===== src/rtl/z380_wait_sched_pkg.sv =====
// Shared z380 platform definitions for the wait-state scheduler slice.
package z380_wait_sched_pkg;

  typedef enum logic [1:0] {
    ST_IDLE  = 2'd0,
    ST_ISSUE = 2'd1,
    ST_WAIT  = 2'd2
  } wait_sched_state_t;

  localparam int unsigned DEFAULT_TIMEOUT_W = 10;

  // Width of an index into n requesters, never below one bit.
  function automatic int unsigned idx_w(input int unsigned n);
    return (n > 1) ? $clog2(n) : 1;
  endfunction

endpackage


===== src/rtl/z380_wait_sched_if.sv =====
// Requester and waitgen handshake bundle for z380_wait_sched.
interface z380_wait_sched_if #(
  parameter int unsigned NREQ    = 4,
  parameter int unsigned INDEX_W = 3
);
  logic [NREQ-1:0]         rq_valid;
  logic [NREQ*INDEX_W-1:0] rq_profile;
  logic [NREQ-1:0]         rq_lock;
  logic [NREQ-1:0]         rq_ready;
  logic [NREQ-1:0]         rq_done;
  logic [NREQ-1:0]         rq_err;
  logic                    wg_req_valid;
  logic [INDEX_W-1:0]      wg_req_profile;
  logic                    wg_req_ready;
  logic                    wg_wait_done;

  modport slave (
    input  rq_valid, rq_profile, rq_lock, wg_req_ready, wg_wait_done,
    output rq_ready, rq_done, rq_err, wg_req_valid, wg_req_profile
  );

  modport master (
    output rq_valid, rq_profile, rq_lock, wg_req_ready, wg_wait_done,
    input  rq_ready, rq_done, rq_err, wg_req_valid, wg_req_profile
  );
endinterface


===== src/rtl/z380_rr_arb.sv =====
// Round-robin arbiter with a lock override that pins the grant to one index.
module z380_rr_arb
  import z380_wait_sched_pkg::*;
#(
  parameter int unsigned NREQ  = 4,
  parameter int unsigned IDX_W = idx_w(NREQ)
) (
  input  logic [NREQ-1:0]  req_i,
  input  logic [IDX_W-1:0] ptr_i,
  input  logic             lock_en_i,
  input  logic [IDX_W-1:0] lock_idx_i,
  output logic [NREQ-1:0]  gnt_o,
  output logic [IDX_W-1:0] gnt_idx_o,
  output logic             gnt_valid_o
);

  logic [IDX_W-1:0] cand;

  always_comb begin
    gnt_o       = '0;
    gnt_idx_o   = '0;
    gnt_valid_o = 1'b0;
    cand        = '0;
    if (lock_en_i) begin
      // Locked: only the holder may win; everyone else waits.
      if (req_i[lock_idx_i]) begin
        gnt_o[lock_idx_i] = 1'b1;
        gnt_idx_o         = lock_idx_i;
        gnt_valid_o       = 1'b1;
      end
    end else begin
      for (int unsigned off = 1; off <= NREQ; off++) begin
        cand = IDX_W'((32'(ptr_i) + off) % NREQ);
        if (!gnt_valid_o && req_i[cand]) begin
          gnt_o[cand] = 1'b1;
          gnt_idx_o   = cand;
          gnt_valid_o = 1'b1;
        end
      end
    end
  end

endmodule


===== src/rtl/z380_wait_sched.sv =====
// Schedules requesters one at a time onto the shared Z380 wait-state generator.
module z380_wait_sched
  import z380_wait_sched_pkg::*;
#(
  parameter int unsigned NREQ      = 4,
  parameter int unsigned INDEX_W   = 3,
  parameter int unsigned TIMEOUT_W = DEFAULT_TIMEOUT_W,
  localparam int unsigned OW       = idx_w(NREQ)
) (
  input  logic                clk,
  input  logic                rst_n,
  z380_wait_sched_if.slave    bus,
  output logic                busy,
  output logic [OW-1:0]       owner
);

  wait_sched_state_t state_q, state_d;
  logic [OW-1:0]        owner_q, owner_d;
  logic [OW-1:0]        ptr_q, ptr_d;
  logic                 lock_q, lock_d;
  logic [TIMEOUT_W-1:0] wdog_q, wdog_d, wdog_inc;
  logic [INDEX_W-1:0]   prof_q, prof_d, prof_sel;
  logic [NREQ-1:0]      done_q, done_d;
  logic [NREQ-1:0]      err_q, err_d;
  logic [NREQ-1:0]      rdy_c;
  logic                 wgv_c;

  logic [NREQ-1:0] gnt;
  logic [OW-1:0]   gnt_idx;
  logic            gnt_valid;

  z380_rr_arb #(
    .NREQ  (NREQ),
    .IDX_W (OW)
  ) u_arb (
    .req_i       (bus.rq_valid),
    .ptr_i       (ptr_q),
    .lock_en_i   (lock_q),
    .lock_idx_i  (owner_q),
    .gnt_o       (gnt),
    .gnt_idx_o   (gnt_idx),
    .gnt_valid_o (gnt_valid)
  );

  always_comb begin
    prof_sel = '0;
    for (int unsigned i = 0; i < NREQ; i++) begin
      if (gnt[i]) prof_sel = bus.rq_profile[i*INDEX_W +: INDEX_W];
    end
  end

  assign wdog_inc = wdog_q + TIMEOUT_W'(1);

  always_comb begin
    state_d = state_q;
    owner_d = owner_q;
    ptr_d   = ptr_q;
    lock_d  = lock_q;
    wdog_d  = wdog_q;
    prof_d  = prof_q;
    done_d  = '0;
    err_d   = '0;
    rdy_c   = '0;
    wgv_c   = 1'b0;
    unique case (state_q)
      ST_IDLE: begin
        if (lock_q && !bus.rq_lock[owner_q]) lock_d = 1'b0;
        if (gnt_valid) begin
          rdy_c   = gnt;
          owner_d = gnt_idx;
          ptr_d   = gnt_idx;
          prof_d  = prof_sel;
          state_d = ST_ISSUE;
        end
      end
      // A done arriving alongside the accept belongs to an earlier cycle and is dropped.
      ST_ISSUE: begin
        wgv_c = 1'b1;
        if (bus.wg_req_ready) begin
          wdog_d  = '0;
          state_d = ST_WAIT;
        end
      end
      ST_WAIT: begin
        if (bus.wg_wait_done) begin
          done_d[owner_q] = 1'b1;
          lock_d          = bus.rq_lock[owner_q];
          state_d         = ST_IDLE;
        end else if (wdog_inc == '1) begin
          err_d[owner_q] = 1'b1;
          lock_d         = 1'b0;
          wdog_d         = '0;
          state_d        = ST_IDLE;
        end else begin
          wdog_d = wdog_inc;
        end
      end
      default: state_d = ST_IDLE;
    endcase
  end

  always_ff @(posedge clk or negedge rst_n) begin
    if (!rst_n) begin
      state_q <= ST_IDLE;
      owner_q <= '0;
      ptr_q   <= OW'(NREQ - 1);
      lock_q  <= 1'b0;
      wdog_q  <= '0;
      prof_q  <= '0;
      done_q  <= '0;
      err_q   <= '0;
    end else begin
      state_q <= state_d;
      owner_q <= owner_d;
      ptr_q   <= ptr_d;
      lock_q  <= lock_d;
      wdog_q  <= wdog_d;
      prof_q  <= prof_d;
      done_q  <= done_d;
      err_q   <= err_d;
    end
  end

  // rq_ready is combinational from rq_valid, so hold it low while reset is asserted.
  assign bus.rq_ready       = rdy_c & {NREQ{rst_n}};
  assign bus.rq_done        = done_q;
  assign bus.rq_err         = err_q;
  assign bus.wg_req_valid   = wgv_c;
  assign bus.wg_req_profile = prof_q;
  assign busy               = (state_q != ST_IDLE);
  assign owner              = owner_q;

endmodule


===== src/flat_wrapper.sv =====
// flat-port wrapper written by rule: the top's interface ports become plain ports
module z380_wait_sched_flat import z380_wait_sched_pkg::*;
#(
  parameter int unsigned NREQ      = 4,
  parameter int unsigned INDEX_W   = 3,
  parameter int unsigned TIMEOUT_W = DEFAULT_TIMEOUT_W,
  localparam int unsigned OW       = idx_w(NREQ)
)
  (clk, rst_n, busy, owner, bus_rq_valid, bus_rq_profile, bus_rq_lock, bus_wg_req_ready, bus_wg_wait_done, bus_rq_ready, bus_rq_done, bus_rq_err, bus_wg_req_valid, bus_wg_req_profile);
  z380_wait_sched_if #(.NREQ(NREQ), .INDEX_W(INDEX_W)) bus_i ();
  input  logic clk;
  input  logic rst_n;
  output logic busy;
  output logic [OW-1:0] owner;
  input wire logic [$bits(bus_i.rq_valid)-1:0] bus_rq_valid;
  input wire logic [$bits(bus_i.rq_profile)-1:0] bus_rq_profile;
  input wire logic [$bits(bus_i.rq_lock)-1:0] bus_rq_lock;
  input wire logic [$bits(bus_i.wg_req_ready)-1:0] bus_wg_req_ready;
  input wire logic [$bits(bus_i.wg_wait_done)-1:0] bus_wg_wait_done;
  output wire logic [$bits(bus_i.rq_ready)-1:0] bus_rq_ready;
  output wire logic [$bits(bus_i.rq_done)-1:0] bus_rq_done;
  output wire logic [$bits(bus_i.rq_err)-1:0] bus_rq_err;
  output wire logic [$bits(bus_i.wg_req_valid)-1:0] bus_wg_req_valid;
  output wire logic [$bits(bus_i.wg_req_profile)-1:0] bus_wg_req_profile;
  assign bus_i.rq_valid = bus_rq_valid;
  assign bus_i.rq_profile = bus_rq_profile;
  assign bus_i.rq_lock = bus_rq_lock;
  assign bus_i.wg_req_ready = bus_wg_req_ready;
  assign bus_i.wg_wait_done = bus_wg_wait_done;
  assign bus_rq_ready = bus_i.rq_ready;
  assign bus_rq_done = bus_i.rq_done;
  assign bus_rq_err = bus_i.rq_err;
  assign bus_wg_req_valid = bus_i.wg_req_valid;
  assign bus_wg_req_profile = bus_i.wg_req_profile;
  z380_wait_sched #(.NREQ(NREQ), .INDEX_W(INDEX_W), .TIMEOUT_W(TIMEOUT_W)) u_core (.clk(clk), .rst_n(rst_n), .bus(bus_i), .busy(busy), .owner(owner));
endmodule

===== config.mk =====
export PLATFORM = sky130hd
export DESIGN_NAME = z380_wait_sched_flat
export DESIGN_NICKNAME = d
export VERILOG_FILES = /design/src/rtl/z380_wait_sched_pkg.sv /design/src/rtl/z380_wait_sched_if.sv /design/src/rtl/z380_rr_arb.sv /design/src/rtl/z380_wait_sched.sv /design/src/flat_wrapper.sv
export SDC_FILE = /design/constraint.sdc
export NUM_CORES = 1
export LEC_CHECK = 0
export BUFFER_PORTS_ARGS = -buffer_cell sky130_fd_sc_hd__buf_2
export CAP_MARGIN = 20
export CORE_MARGIN = 2
export CORE_UTILIZATION = 42
export DETAILED_ROUTE_END_ITERATION = 12
export GPL_TIMING_DRIVEN = 0
export MAX_ROUTING_LAYER = met4
export PLACE_DENSITY = 0.69
export SLEW_MARGIN = 25
export SYNTH_ARGS = -nofsm -noshare
export SYNTH_HDL_FRONTEND = slang
export SYNTH_HIERARCHICAL = 1
export SYNTH_SLANG_ARGS = --single-unit

===== constraint.sdc =====
create_clock -name clk -period 9 [get_ports clk]
set_input_delay 1.35 -clock clk [delete_from_list [all_inputs] [get_ports clk]]
set_output_delay 1.35 -clock clk [all_outputs]
set_load 0.02 [all_outputs]

==> results of run 1 <==
power by group through the flow:
| stage | Combinational [W] | Sequential, W | Clock (W) |
|---|---|---|---|
| floorplan | 0.000332 | 0.000208 | 0 |
| global placement | 0.000435 | 0.000205 | 0 |
| detailed placement | 0.000442 | 0.000206 | 0 |
| CTS | 0.000444 | 0.000204 | 0.000102 |
| global route | 0.000500 | 0.000210 | 0.000107 |
| finish | 0.000444 | 0.000203 | 0.0000995 |
how the worst min path moves through the flow:
stage	start	to	slack, ns	cells past startpoint
floorplan	u_core/ptr_q[1]	u_core/ptr_q[1]	0.47	2
global placement	u_core/bus.wg_req_profile[1]	u_core/bus.wg_req_profile[1]	0.46	2
detailed placement	u_core/bus.wg_req_profile[2]	u_core/bus.wg_req_profile[2]	0.47	2
CTS	u_core/bus.wg_req_profile[2]	u_core/bus.wg_req_profile[2]	0.49	2
global route	u_core/bus.wg_req_profile[2]	u_core/bus.wg_req_profile[2]	0.55	2
finish	u_core/bus.wg_req_profile[1]	u_core/bus.wg_req_profile[1]	0.48	2
flip-flops by register name, summed over array words and instances, names as in the netlist:
register / cells
u_core/owner: 2
u_core/bus.rq_err: 4
u_core/state_q: 2
u_core/bus.rq_done: 4
u_core/bus.wg_req_profile: 3
u_core/lock_q: 1
u_core/wdog_q: 10
u_core/ptr_q: 2
layer usage:
| metal | wire length [microns] | GRT usage [%] | up-vias |
|---|---|---|---|
| li1 | - | - | 973 |
| met1 | 2340 | 25.3 | 926 |
| met2 | 2380 | 31.9 | 50 |
| met3 | 205 | 3.21 | 2 |
| met4 | 12 | 3.97 | 0 |
| met5 | 0 | - | - |
worst reg2reg max path, cell delays in order (launching register included):
cell	delay (ns)
dfstp_2	0.68
buf_6	0.17
inv_1	0.11
ha_1	0.40
mux4_2	0.43
a221o_2	0.33
a221o_1	0.30
nor2b_1	0.16
a221oi_1	0.27
nor3_1	0.08
a21oi_1	0.13
o21ai_0	0.09
cell type report:
cell class	count	area (sq um)
fill	476	2320
clock inverter	1	30.0
buffer	10	77.6
tap	67	83.8
inverter	13	48.8
timing repair buffer	41	205
multi-input combinational	188	1280
sequential	28	703
clock buffer	3	41.3
logic make-up after synthesis:
logic type	after synthesis
AO/OA/AOI/OAI	64
multiplexers	8
XOR/XNOR	2
adder cells (fa/ha/maj)	10
AND/OR/NAND/NOR	104
buffers and inverters	23
flip-flops	28
synth_stat cells, types with 4 or more instances:
library cell | instances | area (sq um)
ha_1 | 10 | 125
dfrtp_1 | 26 | 651
a21oi_1 | 20 | 100
nor3_1 | 10 | 50.1
o21ai_0 | 16 | 80.1
inv_1 | 13 | 48.8
buf_6 | 4 | 45.0
nor2b_1 | 7 | 43.8
and3_1 | 5 | 31.3
nand2b_1 | 4 | 25.0
nand3_1 | 7 | 35.0
nor2_1 | 19 | 71.3
nand2_1 | 33 | 124
stage by stage:
stage                     utilization (%)  instance area [sq um]  power, W  cells  worst slack [ns]
after floorplan                         -                   2110  0.000540    239              4.52
after global placement               50.1                   2400  0.000641    347              4.34
after detailed placement             50.1                   2400  0.000648    347              4.34
after CTS                            51.6                   2470  0.000751    351              4.33
after global routing                 51.6                   2470  0.000817    351              4.22
final                                51.6                   2470  0.000746    351              4.33
==> summary.txt, run 1 <==
Run status
  – Status: finished, final reports clean

Route
  – Avg WL per Cell: 14.1 microns
  – DR vias: around 2.0k
  – Pre-antenna DRT Iters: 4
  – Final WL: 4.93 mm
  – Post-route ant nets: 0
  – Vias/cell: 5.56
  – Residual DRC count: 0
  – Initial detailed-routing violation count: about 170

Timing
  – FMAX: roughly 210 MHz
  – Final Cycle Share: 51.9%
  – Worst Max-Slew Pin Slew: 0.688 ns
  – Clk_skew: 0.00397 ns
  – Hold slack: 0.485 ns
  – Final min period: 4.67 ns
  – Slew margin rel.: a little over half
  – Setup violators final: 0
  – Max Slew Vio Count: 0
  – Fin. Hold Viols: 0
  – TNS Setup: 0 ns
  – RSZ-0062 raised after global routing: no

Pwr
  – Internal Power: 0.000409 W
  – Reg power frac: 27.2%
  – Max IR drop VDD: 0.124 mV
  – Cell Pwr Density: 302 mW/mm^2
  – Leak: 1.14 nW
  – Switching Fraction: a little under half
  – Logic gate share of total power: between 50% and 60%
  – Clock power share: a little over an eighth
  – Switch Pwr: ~0.00034 W

Floorplan
  – Die W: 74.8 microns
  – Ports: 43
  – Die Span Y: 74.8 microns
  – Core area: 0.00479 sq mm
  – Die Area: 0.00560 sq mm
  – Cell row count: 25
  – Starting Density: 44.0%

Critical path
  – WP data required: ~7.7 ns
  – Crit path buffers/inverters: 2
  – Crit path launch: bus_rq_valid[1]
  – CP max FO: 6
  – End of the critical path: bus_rq_ready[1]
  – Reg-to-reg critical path startpoint: u_core/ptr_q[0]
  – Crit start category: input pin
  – Reg-to-reg endpoint: u_core/bus.wg_req_profile[1]
  – Crit path cell chain: buf_2 > mux4_2 > or4b_4 > a221oi_2 > a211o_1 > and3_1 > buf_2
  – Slowest stage cell, crit path: mux4_2
  – R2r worst-path depth: 11
  – Largest incremental delay on the critical path: 0.54 ns
  – WP data arrival: 3.32 ns
  – Critical path class: in2out
  – Kind of cell adding the most delay to the critical path: simple AND/OR/NAND/NOR gates
  – Critical Path Stages: 7
  – CP dominant cell by count: buf_2
  – Reg2Reg Setup Slack: 5.73 ns
  – Worst setup EP type: output pin

Layout
  – N_diodes: 0
  – Layout Nets: around 320
  – Most frequent cells in the layout: 43 x buf_2, 33 x nand2_1, 26 x dfrtp_1
  – Layout cells sized above 1: roughly a quarter
  – Most common cell after layout, fill and taps aside: buf_2
  – Synthesis-to-finish area growth: 17.1%

Logic synthesis
  – Dominant synthesized flop cell: dfrtp_1
  – Post-Synth Adder-Cell Area: 5.94%
  – Post-synth ARST share: 100%
  – Synthesized area: 0.00211 sq mm
  – Synth warn: 6
  – Mux cell area share after synthesis: between 7 and 8%
  – Synth Area in Compound Gates: 20.5%
  – Mapped Cells: 239
  – Main combinational cell family by area after synthesis: simple AND/OR/NAND/NOR gates
  – Post-synth cell types: 53
  – Number of synthesized register bits: 28
  – Post-synthesis xor/xnor area fraction: 0.831%
  – Post-synthesis average cell area: 8.82 sq um
  – Area share of and/or/nand/nor cells after synthesis: a little over a quarter
  – Mapped Nets: 273
  – Sequential share of the synthesized area: 33.4%
  – Post-synth EDFFs: 0

GRT
  – Vias in the first global route: roughly 1.9k
  – First-pass GRT wire length: 8.39 mm
  – Initial antenna violation count: 0
  – Largest net degree at the start of global routing: 33
  – GRT Total Usage: 19.4%
  – Grt ovf: 0

Clock tree
  – CTS hold repair buffers: 0
  – CTS sink count: 28
  – Clock slew at reported path FFs: 0.09 ns
  – Postcts setup bufs: 0
  – TritonCTS Buffers: 3
  – # H-tree levels: 1
  – Root Driver: clkbuf_8
  – Post-CTS sizing: 0
  – Worst-Skew Late Latency: ~0.27 ns
  – CTS max path bufs: 2
  – TritonCTS clock tree: done

Placement
  – Routability cong.: 0.890
  – Dpl hpwl: 3.64 mm
  – Port Buffers: 41

Job
  – Max Cap Violations: 0

Min path
  – HP Class: reg2reg
Power figures use the tool's default switching activity.
==> run 2: changes to the inputs <==
--- a/config.mk
+++ b/config.mk
@@ -5,6 +5,7 @@
 export SDC_FILE = /design/constraint.sdc
 export NUM_CORES = 1
 export LEC_CHECK = 0
+export ABC_AREA = 1
 export BUFFER_PORTS_ARGS = -buffer_cell sky130_fd_sc_hd__buf_2
 export CAP_MARGIN = 20
 export CORE_MARGIN = 2
==> constraint.sdc (replaced) <==
create_clock -name clk -period 4.5 [get_ports clk]
set_input_delay 0.675 -clock clk [delete_from_list [all_inputs] [get_ports clk]]
set_output_delay 0.675 -clock clk [all_outputs]
set_load 0.02 [all_outputs]
==> run 2 against run 1 <==
Against the previous run: hold slack lost 0.075 ns; combinational power grew 140%; largest power group unchanged; worst setup slack lost 3.7 ns; first-iteration DRC count grew 57%; critical path type is now reg2out; cell count grew 19%; synthesized cell count grew 28%; area after synthesis grew 1.7%; utilization grew 0.50 points.
==> summary.txt, run 2 <==
Run status
  – Status: finished, final reports clean (unchanged)

Critical path
  – WP data required: 3.83 ns (was 7.65 ns)
  – Critical path class: reg2out (was in2out)
  – Crit path buffers/inverters: 4 (was 2)
  – Reg-to-reg endpoint: u_core/owner[0] (was u_core/bus.wg_req_profile[1])
  – Reg2Reg Setup Slack: 1.75 ns (was 5.73 ns)
  – Largest incremental delay on the critical path: 0.68 ns (was 0.54 ns)
  – End of the critical path: bus_rq_ready[3] (was bus_rq_ready[1])
  – Slowest stage cell, crit path: dfstp_2 (was mux4_2)
  – Crit start category: flip-flop (was input pin)
  – Worst setup EP type: output pin (unchanged)
  – CP max FO: 11 (was 6)
  – Crit path launch: u_core/ptr_q[0] (was bus_rq_valid[1])
  – R2r worst-path depth: 13 (was 11)
  – Crit path cell chain: inv_2 > ha_1 > inv_1 > nand3_2 > nand2_4 > nor2_8 > nand2_4 > nor2_1 > o21bai_1 > nand2_1 > inv_1 > nand2_1 > nor2_1 > buf_2 (was buf_2 > mux4_2 > or4b_4 > a221oi_2 > a211o_1 > and3_1 > buf_2)
  – Critical Path Stages: 14 (was 7)
  – WP data arrival: 3.16 ns (was 3.32 ns)
  – Kind of cell adding the most delay to the critical path: simple AND/OR/NAND/NOR gates (unchanged)
  – Reg-to-reg critical path startpoint: u_core/ptr_q[1] (was u_core/ptr_q[0])

Route
  – Avg WL per Cell: 11.5 microns (was 14.1 microns)
  – DR vias: 2039 (was 1951)
  – Final WL: 4.80 mm (was 4.93 mm)
  – Pre-antenna DRT Iters: 4 (unchanged)
  – Initial detailed-routing violation count: 266 (was 169)
  – Post-route ant nets: 0 (unchanged)
  – Vias/cell: 4.87 (was 5.56)
  – Residual DRC count: 0 (unchanged)

Layout
  – Biggest register: u_core/wdog_q (unchanged)
  – Multi-input logic area: 0.00127 sq mm (was 0.00128 sq mm)
  – Most common cell after layout, fill and taps aside: nand2_1 (was buf_2)
  – Synthesis-to-finish area growth: 17.1% (about the same)
  – Fillers: 504 (was 476)
  – Most frequent cells in the layout: 85 x nand2_1, 42 x buf_2, 39 x inv_1 (was 43 x buf_2, 33 x nand2_1, 26 x dfrtp_1)
  – Post-route cell area: 0.00251 sq mm (was 0.00247 sq mm)
  – Layout cells sized above 1: 23.6% (was 26.1%)
  – Layout Nets: 387 (was 319)
  – Largest register FFs: 10 (unchanged)
  – Register Area: 703 sq um (unchanged)
  – Layout Cells excl Fill: 419 (was 351)
  – N_diodes: 0 (unchanged)

Clock tree
  – # H-tree levels: 1 (unchanged)
  – CTS max path bufs: 2 (unchanged)
  – CTS sink count: 28 (unchanged)
  – CTS hold repair buffers: 0 (unchanged)
  – Clock slew at reported path FFs: 0.09 ns (about the same)
  – Worst-Skew Late Latency: 0.27 ns (about the same)
  – Root Driver: clkbuf_8 (unchanged)
  – TritonCTS Buffers: 3 (unchanged)
  – Postcts setup bufs: 0 (unchanged)
  – Post-CTS sizing: 0 (unchanged)
  – TritonCTS clock tree: done (unchanged)

Min path
  – HP Class: in2async (was reg2reg)

Timing
  – Final Cycle Share: 85.3%
  – Slew margin rel.: 57.6% (was 54.0%)
  – Fin. Hold Viols: 0 (unchanged)
  – TNS Setup: 0 ns (unchanged)
  – Max Slew Vio Count: 0 (unchanged)
  – FMAX: 261 MHz
  – Worst Max-Slew Pin Slew: 0.637 ns (was 0.688 ns)
  – Setup violators final: 0 (unchanged)
  – Final min period: 3.84 ns
  – RSZ-0062 raised after global routing: no (unchanged)
  – Clk_skew: 0.00557 ns (was 0.00397 ns)

Floorplan
  – Die Span Y: 75.4 microns (was 74.8 microns)
  – Die Area: 0.00569 sq mm (was 0.00560 sq mm)
  – Cell row count: 25 (unchanged)
  – Die W: 75.4 microns (was 74.8 microns)
  – Core area: 0.00482 sq mm (was 0.00479 sq mm)
  – Starting Density: 44.5% (was 44.0%)
  – Ports: 43 (unchanged)

Logic synthesis
  – Yosys top cell by area: dfrtp_1 (unchanged)
  – Synth warn: 6 (unchanged)
  – Post-synth EDFFs: 0 (unchanged)
  – Post-synthesis average cell area: 7.00 sq um (was 8.82 sq um)
  – Mux cell area share after synthesis: 0% (was 7.24%)
  – Share of the synthesized area in the top cell type: 30.4% (was 30.9%)
  – Number of synthesized register bits: 28 (unchanged)
  – Area share of and/or/nand/nor cells after synthesis: 42.2% (was 26.1%)
  – Post-synth ARST share: 100% (unchanged)
  – Synth Area in Compound Gates: 11.1% (was 20.5%)
  – Synth top cells by count: 85 x nand2_1, 39 x inv_1, 31 x nor2_1 (was 33 x nand2_1, 26 x dfrtp_1, 20 x a21oi_1)
  – Post-synth cell types: 28 (was 53)
  – Synthesized area: 0.00214 sq mm (was 0.00211 sq mm)
  – Dominant synthesized flop cell: dfrtp_1 (unchanged)
  – Area contributors post-synth: dfrtp_1 30%, nand2_1 15%, nand3_1 7.0%, inv_1 6.8%, ha_1 5.8% (was dfrtp_1 31%, ha_1 5.9%, nand2_1 5.9%, a21oi_1 4.8%, o21ai_0 3.8%)
  – Post-Synth Adder-Cell Area: 5.84% (was 5.94%)
  – Mapped Cells: 306 (was 239)
  – Mapped Nets: 340 (was 273)
  – Main combinational cell family by area after synthesis: simple AND/OR/NAND/NOR gates (unchanged)
  – Post-synthesis xor/xnor area fraction: 0% (was 0.831%)
  – Top-count cell post-synth: nand2_1 (unchanged)
  – Sequential share of the synthesized area: 32.8% (was 33.4%)

Placement
  – Port Buffers: 42 (was 41)
  – DP Area: 0.00244 sq mm (was 0.00240 sq mm)
  – Routability cong.: 0.856 (was 0.890)
  – Placed Instances: 415 (was 347)
  – Dpl hpwl: 3.72 mm (was 3.64 mm)

GRT
  – Initial antenna violation count: 0 (unchanged)
  – GRT Total Usage: 18.4% (was 19.4%)
  – Grt ovf: 0 (unchanged)
  – Largest net degree at the start of global routing: 30 (was 33)
  – First-pass GRT wire length: 7.94 mm (was 8.39 mm)
  – Vias in the first global route: 1791 (was 1899)

Pwr
  – Max IR drop VDD: 0.349 mV (was 0.124 mV)
  – Cell Pwr Density: 661 mW/mm^2 (was 302 mW/mm^2)
  – Leak: 1.28 nW (was 1.14 nW)

Job
  – Max Cap Violations: 0 (unchanged)
[run 2: power breakdown]
part / internal, W / leakage (nW) / total [W] / switching, W
registers: 0.000316 / 0.369 / 0.000409 / 0.0000928
logic: 0.000347 / 0.875 / 0.00106 / 0.000708
clock network: 0.000119 / 0.0357 / 0.000194 / 0.0000744
total: 0.000782 / 1.28 / 0.00166 / 0.000875
[run 2: routing by layer]
| layer | track usage, % | share of wire [%] | vias up |
|---|---|---|---|
| met5 | - | 0 | - |
| met4 | 3.70 | 0.65 | 0 |
| met3 | 2.91 | 5.0 | 4 |
| met2 | 29.0 | 46 | 54 |
| met1 | 25.4 | 48 | 906 |
| li1 | - | - | 1075 |
[run 2: stage by stage]
| stage | utilization [%] | hold WS, ns | setup WS, ns | power [W] |
|---|---|---|---|---|
| 6_report | 52.1 | 0.410 | 0.663 | 0.00166 |
| 5_1_grt | 52.1 | 0.446 | 0.388 | 0.00183 |
| 4_1_cts | 52.1 | 0.423 | 0.673 | 0.00167 |
| 3_5_place_dp | 50.6 | 0.513 | 1.01 | 0.00146 |
| 3_3_place_gp | 50.6 | 0.502 | 0.986 | 0.00146 |
| 2_1_floorplan | - | 0.379 | 1.42 | 0.00122 |
[run 2: worst reg2reg max path: stages, from the launching register on]
cell	delay, ns
dfstp_2	0.64
inv_1	0.19
ha_1	0.40
inv_1	0.11
nand3_2	0.15
nand2_4	0.10
nor2_8	0.19
nand2_4	0.06
nor2_1	0.08
o21bai_1	0.06
nand2_1	0.25
inv_1	0.21
nand2_1	0.12
o21ai_0	0.08
[run 2: cell families (layout without fill, tap and decap cells)]
family | count (synthesis) | after routing
DFF | 28 | 28
and+or+nand+nor | 184 | 184
AOI/OAI and AO/OA | 39 | 39
buffers and inverters | 45 | 91
adders and majority gates | 10 | 10
[run 2: area by class of cell]
| class | count | area share, % |
|---|---|---|
| Tap cell | 67 | 3.34 |
| Buffer | 1 | 0.299 |
| Clock buffer | 3 | 1.65 |
| Clock inverter | 1 | 1.20 |
| Inverter | 44 | 6.59 |
| Timing Repair Buffer | 42 | 8.38 |
| Sequential cell | 28 | 28.0 |
| Multi-Input combinational cell | 233 | 50.5 |
[run 2: worst min path at each step]
stage,start,to,slack (ns),cells after the start
floorplan,rst_n,u_core/bus.rq_done[0],0.38,0
global placement,u_core/state_q[1],u_core/state_q[0],0.50,1
detailed placement,u_core/state_q[1],u_core/state_q[0],0.51,1
CTS,rst_n,u_core/bus.rq_err[0],0.42,1
global route,rst_n,u_core/bus.rq_err[0],0.45,1
finish,rst_n,u_core/bus.rq_done[1],0.41,1
